[src/rtl/lsu_ctrl_pkg.sv]
// Shared encodings for the load/store unit: memory opcodes, FSM states, byte-enable patterns.
// The helpers classify an opcode by its access size and by its direction.
package lsu_ctrl_pkg;

    localparam logic [3:0] MEM_NOP = 4'd0;
    localparam logic [3:0] MEM_LB  = 4'd1;
    localparam logic [3:0] MEM_LH  = 4'd2;
    localparam logic [3:0] MEM_LW  = 4'd3;
    localparam logic [3:0] MEM_SB  = 4'd4;
    localparam logic [3:0] MEM_SH  = 4'd5;
    localparam logic [3:0] MEM_SW  = 4'd6;

    localparam logic [1:0] LSU_IDLE = 2'd0;
    localparam logic [1:0] LSU_REQ  = 2'd1;
    localparam logic [1:0] LSU_WAIT = 2'd2;
    localparam logic [1:0] LSU_RESP = 2'd3;

    localparam logic [3:0] BE_BYTE = 4'b0001;
    localparam logic [3:0] BE_HALF = 4'b0011;
    localparam logic [3:0] BE_WORD = 4'b1111;

    typedef enum logic [1:0] {
        SIZE_NONE,
        SIZE_BYTE,
        SIZE_HALF,
        SIZE_WORD
    } accSize_t;

    // Undefined opcodes fall through to SIZE_NONE and so behave like MEM_NOP.
    function automatic accSize_t opSize(input logic [3:0] op);
        case (op)
            MEM_LB, MEM_SB: return SIZE_BYTE;
            MEM_LH, MEM_SH: return SIZE_HALF;
            MEM_LW, MEM_SW: return SIZE_WORD;
            default:        return SIZE_NONE;
        endcase
    endfunction

    function automatic logic isStore(input logic [3:0] op);
        return (op == MEM_SB) || (op == MEM_SH) || (op == MEM_SW);
    endfunction

    function automatic logic isValidOp(input logic [3:0] op);
        return opSize(op) != SIZE_NONE;
    endfunction

endpackage

[src/rtl/lsu_align.sv]
// Combinational lane steering: byte enables, replicated store data, alignment
// check and sign-extended load data for a 32-bit data bus.
module lsu_align
    import lsu_ctrl_pkg::*;
(
    input  logic [3:0]  op_i,
    input  logic [1:0]  off_i,
    input  logic [31:0] data_i,
    input  logic [31:0] rdata_i,
    output logic [3:0]  be_o,
    output logic [31:0] wdata_o,
    output logic        misalign_o,
    output logic [31:0] rdataExt_o
);

    accSize_t    size;
    logic [7:0]  byteSel;
    logic [15:0] halfSel;

    always_comb begin
        size       = opSize(op_i);
        be_o       = BE_WORD;
        wdata_o    = data_i;
        misalign_o = 1'b0;
        rdataExt_o = rdata_i;
        byteSel    = rdata_i[7:0];
        halfSel    = off_i[1] ? rdata_i[31:16] : rdata_i[15:0];

        case (off_i)
            2'd0:    byteSel = rdata_i[7:0];
            2'd1:    byteSel = rdata_i[15:8];
            2'd2:    byteSel = rdata_i[23:16];
            default: byteSel = rdata_i[31:24];
        endcase

        // Byte accesses can never be misaligned; halves need an even offset, words a zero offset.
        case (size)
            SIZE_BYTE: begin
                be_o       = BE_BYTE << off_i;
                wdata_o    = {4{data_i[7:0]}};
                rdataExt_o = {{24{byteSel[7]}}, byteSel};
            end
            SIZE_HALF: begin
                be_o       = off_i[1] ? {BE_HALF[1:0], 2'b00} : BE_HALF;
                wdata_o    = {2{data_i[15:0]}};
                misalign_o = off_i[0];
                rdataExt_o = {{16{halfSel[15]}}, halfSel};
            end
            SIZE_WORD: begin
                misalign_o = (off_i != 2'b00);
            end
            default: begin
                misalign_o = 1'b0;
            end
        endcase
    end

endmodule

[src/rtl/lsu_ctrl.sv]
// Load/store sequencer: accepts one memory op at a time, runs the req/gnt/rvalid
// handshake on the data bus and returns sign-extended load data to the register file.
module lsu_ctrl
    import lsu_ctrl_pkg::*;
#(
    parameter int ADDR_W    = 32,
    parameter int DATA_W    = 32,
    parameter int REGADDR_W = 5
) (
    input  logic                 clk_i,
    input  logic                 rst_i,
    input  logic [3:0]           mem_op_i,
    input  logic [ADDR_W-1:0]    mem_addr_i,
    input  logic [DATA_W-1:0]    mem_data_i,
    input  logic                 mem_we_i,
    input  logic [REGADDR_W-1:0] reg_waddr_i,
    output logic                 stall_o,
    output logic [DATA_W-1:0]    reg_wdata_o,
    output logic                 reg_we_o,
    output logic [REGADDR_W-1:0] reg_waddr_o,
    output logic                 misalign_o,
    output logic                 bus_req_o,
    output logic                 bus_we_o,
    output logic [ADDR_W-1:0]    bus_addr_o,
    output logic [3:0]           bus_be_o,
    output logic [DATA_W-1:0]    bus_wdata_o,
    input  logic                 bus_gnt_i,
    input  logic                 bus_rvalid_i,
    input  logic [DATA_W-1:0]    bus_rdata_i
);

    logic [1:0]           state_q, state_d;
    logic [3:0]           op_q, op_d;
    logic [1:0]           off_q, off_d;
    logic                 busReq_q, busReq_d;
    logic                 busWe_q, busWe_d;
    logic [ADDR_W-1:0]    busAddr_q, busAddr_d;
    logic [3:0]           busBe_q, busBe_d;
    logic [DATA_W-1:0]    busWdata_q, busWdata_d;
    logic [DATA_W-1:0]    regWdata_q, regWdata_d;
    logic                 regWe_q, regWe_d;
    logic [REGADDR_W-1:0] regWaddr_q, regWaddr_d;
    logic                 misalign_q, misalign_d;

    logic        validOp;
    logic        weBad;
    logic [3:0]  alignOp;
    logic [1:0]  alignOff;
    logic [3:0]  alignBe;
    logic [31:0] alignWdata;
    logic        alignMis;
    logic [31:0] alignExt;

    assign validOp = isValidOp(mem_op_i);
    assign weBad   = (isStore(mem_op_i) != mem_we_i);

    // The aligner sees the incoming op while idle and the latched op afterwards,
    // so one instance serves both store steering and load extension.
    assign alignOp  = (state_q == LSU_IDLE) ? mem_op_i : op_q;
    assign alignOff = (state_q == LSU_IDLE) ? mem_addr_i[1:0] : off_q;

    lsu_align u_align (
        .op_i       (alignOp),
        .off_i      (alignOff),
        .data_i     (mem_data_i),
        .rdata_i    (bus_rdata_i),
        .be_o       (alignBe),
        .wdata_o    (alignWdata),
        .misalign_o (alignMis),
        .rdataExt_o (alignExt)
    );

    assign stall_o = (state_q == LSU_REQ) || (state_q == LSU_WAIT) ||
                     ((state_q == LSU_IDLE) && validOp && !rst_i);

    always_comb begin
        state_d    = state_q;
        op_d       = op_q;
        off_d      = off_q;
        busReq_d   = busReq_q;
        busWe_d    = busWe_q;
        busAddr_d  = busAddr_q;
        busBe_d    = busBe_q;
        busWdata_d = busWdata_q;
        regWdata_d = regWdata_q;
        regWe_d    = regWe_q;
        regWaddr_d = regWaddr_q;
        misalign_d = misalign_q;

        case (state_q)
            LSU_IDLE: begin
                regWe_d    = 1'b0;
                misalign_d = 1'b0;
                if (validOp) begin
                    op_d       = mem_op_i;
                    off_d      = mem_addr_i[1:0];
                    regWaddr_d = reg_waddr_i;
                    // Illegal accesses (misaligned or wrong we) skip the bus entirely.
                    if (alignMis || weBad) begin
                        misalign_d = 1'b1;
                        state_d    = LSU_RESP;
                    end else begin
                        busReq_d   = 1'b1;
                        busWe_d    = isStore(mem_op_i);
                        busAddr_d  = {mem_addr_i[ADDR_W-1:2], 2'b00};
                        busBe_d    = alignBe;
                        busWdata_d = alignWdata;
                        state_d    = LSU_REQ;
                    end
                end
            end
            LSU_REQ: begin
                if (bus_gnt_i) begin
                    busReq_d = 1'b0;
                    state_d  = isStore(op_q) ? LSU_RESP : LSU_WAIT;
                end
            end
            LSU_WAIT: begin
                if (bus_rvalid_i) begin
                    regWdata_d = alignExt;
                    regWe_d    = 1'b1;
                    state_d    = LSU_RESP;
                end
            end
            default: begin
                regWe_d    = 1'b0;
                misalign_d = 1'b0;
                state_d    = LSU_IDLE;
            end
        endcase
    end

    always_ff @(posedge clk_i) begin
        if (rst_i) begin
            state_q    <= LSU_IDLE;
            op_q       <= MEM_NOP;
            off_q      <= '0;
            busReq_q   <= 1'b0;
            busWe_q    <= 1'b0;
            busAddr_q  <= '0;
            busBe_q    <= '0;
            busWdata_q <= '0;
            regWdata_q <= '0;
            regWe_q    <= 1'b0;
            regWaddr_q <= '0;
            misalign_q <= 1'b0;
        end else begin
            state_q    <= state_d;
            op_q       <= op_d;
            off_q      <= off_d;
            busReq_q   <= busReq_d;
            busWe_q    <= busWe_d;
            busAddr_q  <= busAddr_d;
            busBe_q    <= busBe_d;
            busWdata_q <= busWdata_d;
            regWdata_q <= regWdata_d;
            regWe_q    <= regWe_d;
            regWaddr_q <= regWaddr_d;
            misalign_q <= misalign_d;
        end
    end

    assign reg_wdata_o = regWdata_q;
    assign reg_we_o    = regWe_q;
    assign reg_waddr_o = regWaddr_q;
    assign misalign_o  = misalign_q;
    assign bus_req_o   = busReq_q;
    assign bus_we_o    = busWe_q;
    assign bus_addr_o  = busAddr_q;
    assign bus_be_o    = busBe_q;
    assign bus_wdata_o = busWdata_q;

endmodule
[config.mk]
export PLATFORM = sky130hd
export DESIGN_NAME = lsu_ctrl
export DESIGN_NICKNAME = d
export VERILOG_FILES = /design/src/rtl/lsu_ctrl_pkg.sv /design/src/rtl/lsu_align.sv /design/src/rtl/lsu_ctrl.sv
export SDC_FILE = /design/constraint.sdc
export NUM_CORES = 1
export LEC_CHECK = 0
export CAP_MARGIN = 0
export CORE_ASPECT_RATIO = 1.1
export CORE_UTILIZATION = 40
export CTS_BUF_LIST = sky130_fd_sc_hd__clkbuf_8
export DETAILED_ROUTE_END_ITERATION = 10
export GPL_ROUTABILITY_DRIVEN = 0
export PLACE_DENSITY = 0.88
export SLEW_MARGIN = 20
export SYNTH_ARGS = -nofsm -noshare
export SYNTH_HDL_FRONTEND = slang
export SYNTH_SLANG_ARGS = --single-unit
[constraint.sdc]
create_clock -name clk_i -period 2.6 [get_ports clk_i]
set_input_delay 0.52 -clock clk_i [delete_from_list [all_inputs] [get_ports clk_i]]
set_output_delay 0.52 -clock clk_i [all_outputs]
set_load 0.02 [all_outputs]
==> impl_metrics.tcl, run 1 <==
set metrics [dict create \
    status "finished, final reports clean" \
    fin_crit_sh_pct 96.3 \
    track_usage_pct 26.5 \
    dp.cells 1139 \
    setup-tns-final_ps 0 \
    gr-total-overflow 0 \
    hold_path.class "flop to flop" \
    grt_pass1_vias 6458 \
    cpMostUsedCell "buf_4" \
    synthCells 750 \
    hold_slack_ps 455 \
    crit_fanout 21 \
    rsz0062_at_grt "yes" \
    drtAntennaViolNets 0 \
    ys_ff_latch 115 \
    die_h_um 130 \
    die_area_mm2 0.0153 \
    yosysSeqAreaShare_pct 38.9 \
    num_rows 46 \
    power_density_mw_per_mm2 924 \
    avgSynthCellArea_um2 7.89 \
    crit_chain "clkdlybuf4s50_1 > xnor2_1 > o32ai_4 > buf_4 > ha_2 > a21oi_4 > o211a_2 > buf_4 > nand3_1 > a21oi_1" \
    worst-path-stages 10 \
    use_met2_pct 44.5 \
    cts_root_buffer "clkbuf_8" \
    finalNonFillerCells 1172 \
    ioPinCount 220 \
    rr_worst_depth 11 \
    hpwl_um 14400 \
    drv_slew 0 \
    synth_warnings 0 \
    antenna_found_initial 0 \
    drive_gt1_share_pct 12.8 \
    tritoncts "done" \
    viasPerCell 5.73 \
    finalSetupViolations 0 \
    cp_top_family "buffers and inverters" \
    synthArstFlopShare_pct 0 \
    whs_path_depth 2 \
    core_mm2 0.0144 \
    cts.htree.levels 4 \
    synth_edf_count 0 \
    final_cell_mix "215 x clkdlybuf4s50_1, 113 x dfxtp_1, 105 x o21ai_0" \
    vias 6712 \
    busiest_layer "met2" \
    cts_hold_buffers 0 \
    synth_area_mm2 0.00592 \
    first_pass_iters 5 \
    endpoint_kind "flop" \
    layout_commonest_cell "clkdlybuf4s50_1" \
    insertion_delay_ps 460 \
    cts_made_buffers 17 \
    initial_core_util_pct 41.0 \
    required_ps 2990 \
    use_met1_pct 30.6 \
    leakagePower_nw 3.07 \
    cts_sinks 115 \
    wl_per_cell_um 17.3 \
    routed_wirelength_um 20200 \
    crit_arrival_ps 2890 \
    grt_max_degree 64 \
    power_w 0.00826 \
    port-buffer-count 217 \
    drcViolationCount 0 \
    fmax_ghz 0.399 \
    rrSetupSlack_ps 170 \
    peakVddDrop_uv 488 \
    slowest_delay_ps 510 \
    grtUsageMet3_pct 8.93 \
    fin_worst_skew_ps 12.9 \
    grt_pass1_wl_um 32300 \
    n_antenna_cell 0 \
    crit_path_start_kind "primary input" \
    finalCriticalPeriod_ps 2500 \
    slew_headroom_pct 56.8 \
    worstMarginPinSlew_ps 647 \
    clk_pin_slew_ps 70 \
    cp.buffers_inverters 3 \
    synth_cell_types 56 \
    drtIter0Drc 578 \
    syn_to_final_growth_pct 51.1 \
    final_nets 1084 \
    critical_path_class "primary input to flop" \
    drv_cap 0 \
    die_x_um 118 \
    synth_ff_type "dfxtp_1" \
    crit_path_top_delay_cell "clkdlybuf4s50_1" \
    cts.path.max_buffers 2 \
    hold_violations 0 \
]
-- cell usage after synthesis (7+ instances only) --
cell type | instances | area share (%)
a211oi_1 | 19 | 2.4
a21oi_1 | 103 | 8.7
a221o_1 | 9 | 1.5
a221oi_1 | 15 | 2.2
a22oi_1 | 8 | 1.0
buf_1 | 7 | 0.44
buf_2 | 17 | 1.4
clkbuf_1 | 41 | 2.6
dfxtp_1 | 115 | 39
ha_1 | 7 | 1.5
inv_1 | 17 | 1.1
mux2_2 | 13 | 2.5
nand2_1 | 79 | 5.0
nand3_1 | 39 | 3.3
nor2_1 | 42 | 2.7
nor2b_1 | 7 | 0.74
o2111ai_1 | 16 | 2.4
o21ai_0 | 105 | 8.9
-- through the flow --
stage | util (%) | area (um2) | setup slack [ps]
2_1_floorplan | - | 5970 | -3.75
3_3_place_gp | 58.9 | 8520 | -322
3_5_place_dp | 58.9 | 8520 | -384
4_1_cts | 61.7 | 8910 | 13.1
5_1_grt | 61.9 | 8940 | -33.5
6_report | 61.9 | 8940 | 96.6
-- path summary, 6_finish.rpt --
| path | endpoint | from |
|---|---|---|
| setup / recovery | bus_addr_o[19] | mem_op_i[2] |
| hold / removal | reg_waddr_o[1] | reg_waddr_o[1] |
| setup reg to reg | bus_addr_o[19] | state_q[1] |
| hold reg to reg | reg_waddr_o[1] | reg_waddr_o[1] |
-- power by group --
group / internal [W] / total, W / switching [W]
Combinational: 0.00194 / 0.00441 / 0.00247
Sequential: 0.00202 / 0.00218 / 0.000160
Clock: 0.000868 / 0.00166 / 0.000797
Total: 0.00483 / 0.00826 / 0.00343
-- registers in the layout, summed over array words and instances, names as in the netlist --
signal       count
reg_we_o         1
reg_waddr_o      5
op_q             4
bus_wdata_o     32
off_q            2
state_q          2
bus_be_o         4
bus_addr_o      30
bus_we_o         1
reg_wdata_o     32
bus_req_o        1
misalign_o       1
-- layout make-up --
type,count,area (um2)
clock buffer,18,248
fill,1230,5510
tap,192,240
multi-input combinational,541,3250
clock inverter,14,141
sequential,115,2300
inverter,17,63.8
timing repair buffer,275,2690
-- layer usage --
metal | wire, um | up-vias | share of wire, %
met4 | 601 | 0 | 3.0
met2 | 9800 | 327 | 48
li1 | - | 3160 | -
met3 | 1770 | 57 | 8.8
met1 | 8050 | 3168 | 40
met5 | 0 | - | 0
-- timing repair --
item | 4_1_cts | 5_1_grt
endpoints found under the setup margin | 11 | 69
buffers inserted | 0 | 1
pin swaps | 0 | 2
gates cloned | 0 | 0
gates resized for setup | 4 | 5
-- tightest hold or removal path, stage by stage (launching register included) --
cell and delay, ps:
dfxtp_1 310, nand2_1 50, a21oi_1 50
-- kinds of logic after synthesis --
family                   share of synthesized area [%]
AO/OA/AOI/OAI                                     32.3
XOR/XNOR                                         0.592
adder cells (fa/ha/maj)                           1.48
buffers and inverters                             7.19
flip-flops                                        38.9
multiplexers                                      3.79
other                                           0.0634
AND/OR/NAND/NOR                                   15.7
(Power assumes the default switching activity.)
==> run 2: changes to the inputs <==
--- a/config.mk
+++ b/config.mk
@@ -11,6 +11,8 @@
 export CTS_BUF_LIST = sky130_fd_sc_hd__clkbuf_8
 export DETAILED_ROUTE_END_ITERATION = 10
 export GPL_ROUTABILITY_DRIVEN = 0
+export HOLD_SLACK_MARGIN = 0.03
+export MAX_ROUTING_LAYER = met4
 export PLACE_DENSITY = 0.88
 export SLEW_MARGIN = 20
 export SYNTH_ARGS = -nofsm -noshare
==> impl_metrics.tcl, run 2 (synthesis results as in run 1) <==
set metrics [dict create \
    status "finished, final reports clean" \
    slew_headroom_pct 57.5 \
    hold_path.class "flop to flop" \
    die_x_um 118 \
    port-buffer-count 217 \
    worstMarginPinSlew_ps 638 \
    finalNonFillerCells 1172 \
    ioPinCount 220 \
    cts.path.max_buffers 2 \
    antenna_found_initial 0 \
    cts_root_buffer "clkbuf_8" \
    final_cell_mix "215 x clkdlybuf4s50_1, 113 x dfxtp_1, 105 x o21ai_0" \
    required_ps 2980 \
    n_antenna_cell 0 \
    fmax_ghz 0.398 \
    slowest_delay_ps 500 \
    initial_core_util_pct 41.0 \
    crit_path_start_kind "primary input" \
    drive_gt1_share_pct 12.8 \
    tritoncts "done" \
    dp.cells 1139 \
    grt_pass1_vias 6457 \
    finalCriticalPeriod_ps 2510 \
    die_h_um 130 \
    crit_arrival_ps 2900 \
    syn_to_final_growth_pct 51.1 \
    viasPerCell 5.72 \
    drv_slew 0 \
    wl_per_cell_um 17.3 \
    drtIter0Drc 561 \
    hpwl_um 14400 \
    die_area_mm2 0.0153 \
    critical_path_class "primary input to flop" \
    power_density_mw_per_mm2 923 \
    hold_violations 0 \
    cts_hold_buffers 0 \
    crit_path_top_delay_cell "clkdlybuf4s50_1" \
    drv_cap 0 \
    core_mm2 0.0144 \
    gr-total-overflow 0 \
    cpMostUsedCell "buf_4" \
    peakVddDrop_uv 478 \
    finalSetupViolations 0 \
    cts_sinks 115 \
    crit_fanout 21 \
    layout_commonest_cell "clkdlybuf4s50_1" \
    fin_crit_sh_pct 96.6 \
    drtAntennaViolNets 0 \
    clk_pin_slew_ps 70 \
    endpoint_kind "flop" \
    crit_chain "clkdlybuf4s50_1 > xnor2_1 > o32ai_4 > buf_4 > ha_2 > a21oi_4 > o211a_2 > buf_4 > nand3_1 > a21oi_1" \
    num_rows 46 \
    setup-tns-final_ps 0 \
    routed_wirelength_um 20200 \
    rsz0062_at_grt "yes" \
    grt_pass1_wl_um 32200 \
    cts_made_buffers 17 \
    leakagePower_nw 3.07 \
    first_pass_iters 7 \
    cts.htree.levels 4 \
    drcViolationCount 0 \
    final_nets 1084 \
    track_usage_pct 27.4 \
    fin_worst_skew_ps 10.3 \
    vias 6708 \
    insertion_delay_ps 460 \
    grt_max_degree 64 \
]
==> run 2: final timing paths <==
path	depth (start not counted)	to	startpoint	slack, ps
max	10	bus_addr_o[19]	mem_op_i[2]	90
min reg2reg	2	reg_waddr_o[1]	reg_waddr_o[1]	450
min	2	reg_waddr_o[1]	reg_waddr_o[1]	450
max reg2reg	11	bus_addr_o[19]	state_q[1]	160
==> run 2: worst max-delay path, delay by kind of cell <==
family	cells	cell delay [ps]
AO/OA/AOI/OAI	4	770
XOR/XNOR	1	300
buffers and inverters	3	950
AND/OR/NAND/NOR	1	150
adder cells (fa/ha/maj)	1	190
==> run 2: layout make-up <==
| cell class | instances | area (um2) |
|---|---|---|
| clock buffer | 18 | 248 |
| timing repair buffer | 275 | 2690 |
| clock inverter | 14 | 141 |
| fill | 1230 | 5510 |
| multi-input combinational | 541 | 3250 |
| tap | 192 | 240 |
| inverter | 17 | 63.8 |
| sequential | 115 | 2300 |
==> run 2: through the flow <==
| step | setup slack, ps | utilization [%] | cell area (um2) | power, W | hold WS (ps) |
|---|---|---|---|---|---|
| after global placement | -322 | 58.9 | 8520 | 0.00642 | 442 |
| after floorplan | -3.75 | - | 5970 | 0.00488 | 451 |
| after detailed placement | -384 | 58.9 | 8520 | 0.00650 | 447 |
| final | 87.4 | 61.9 | 8940 | 0.00826 | 455 |
| after CTS | 13.1 | 61.7 | 8910 | 0.00819 | 457 |
| after global routing | -31.0 | 61.9 | 8940 | 0.00878 | 474 |
==> run 2: what timing repair did <==
action / CTS / global route
setup endpoints to repair: 11 / 70
cloned: 0 / 0
gates resized for setup: 4 / 5
buffers inserted: 0 / 1
endpoints found under the hold margin: 0 / 0
pin swaps: 0 / 2
==> run 2: power breakdown <==
part | internal (W) | total, W | switching (W)
Combinational | 0.00194 | 0.00441 | 0.00247
Sequential | 0.00202 | 0.00218 | 0.000161
Clock | 0.000868 | 0.00166 | 0.000792
Total | 0.00483 | 0.00826 | 0.00343
==> run 2: metal layers <==
metal / global-route usage, % / vias to the layer above / part of all wire (%)
met5: - / - / 0
met3: 8.05 / 51 / 8.4
met2: 44.4 / 335 / 49
li1: - / 3160 / -
met4: 12.6 / 0 / 2.7
met1: 31.3 / 3162 / 40
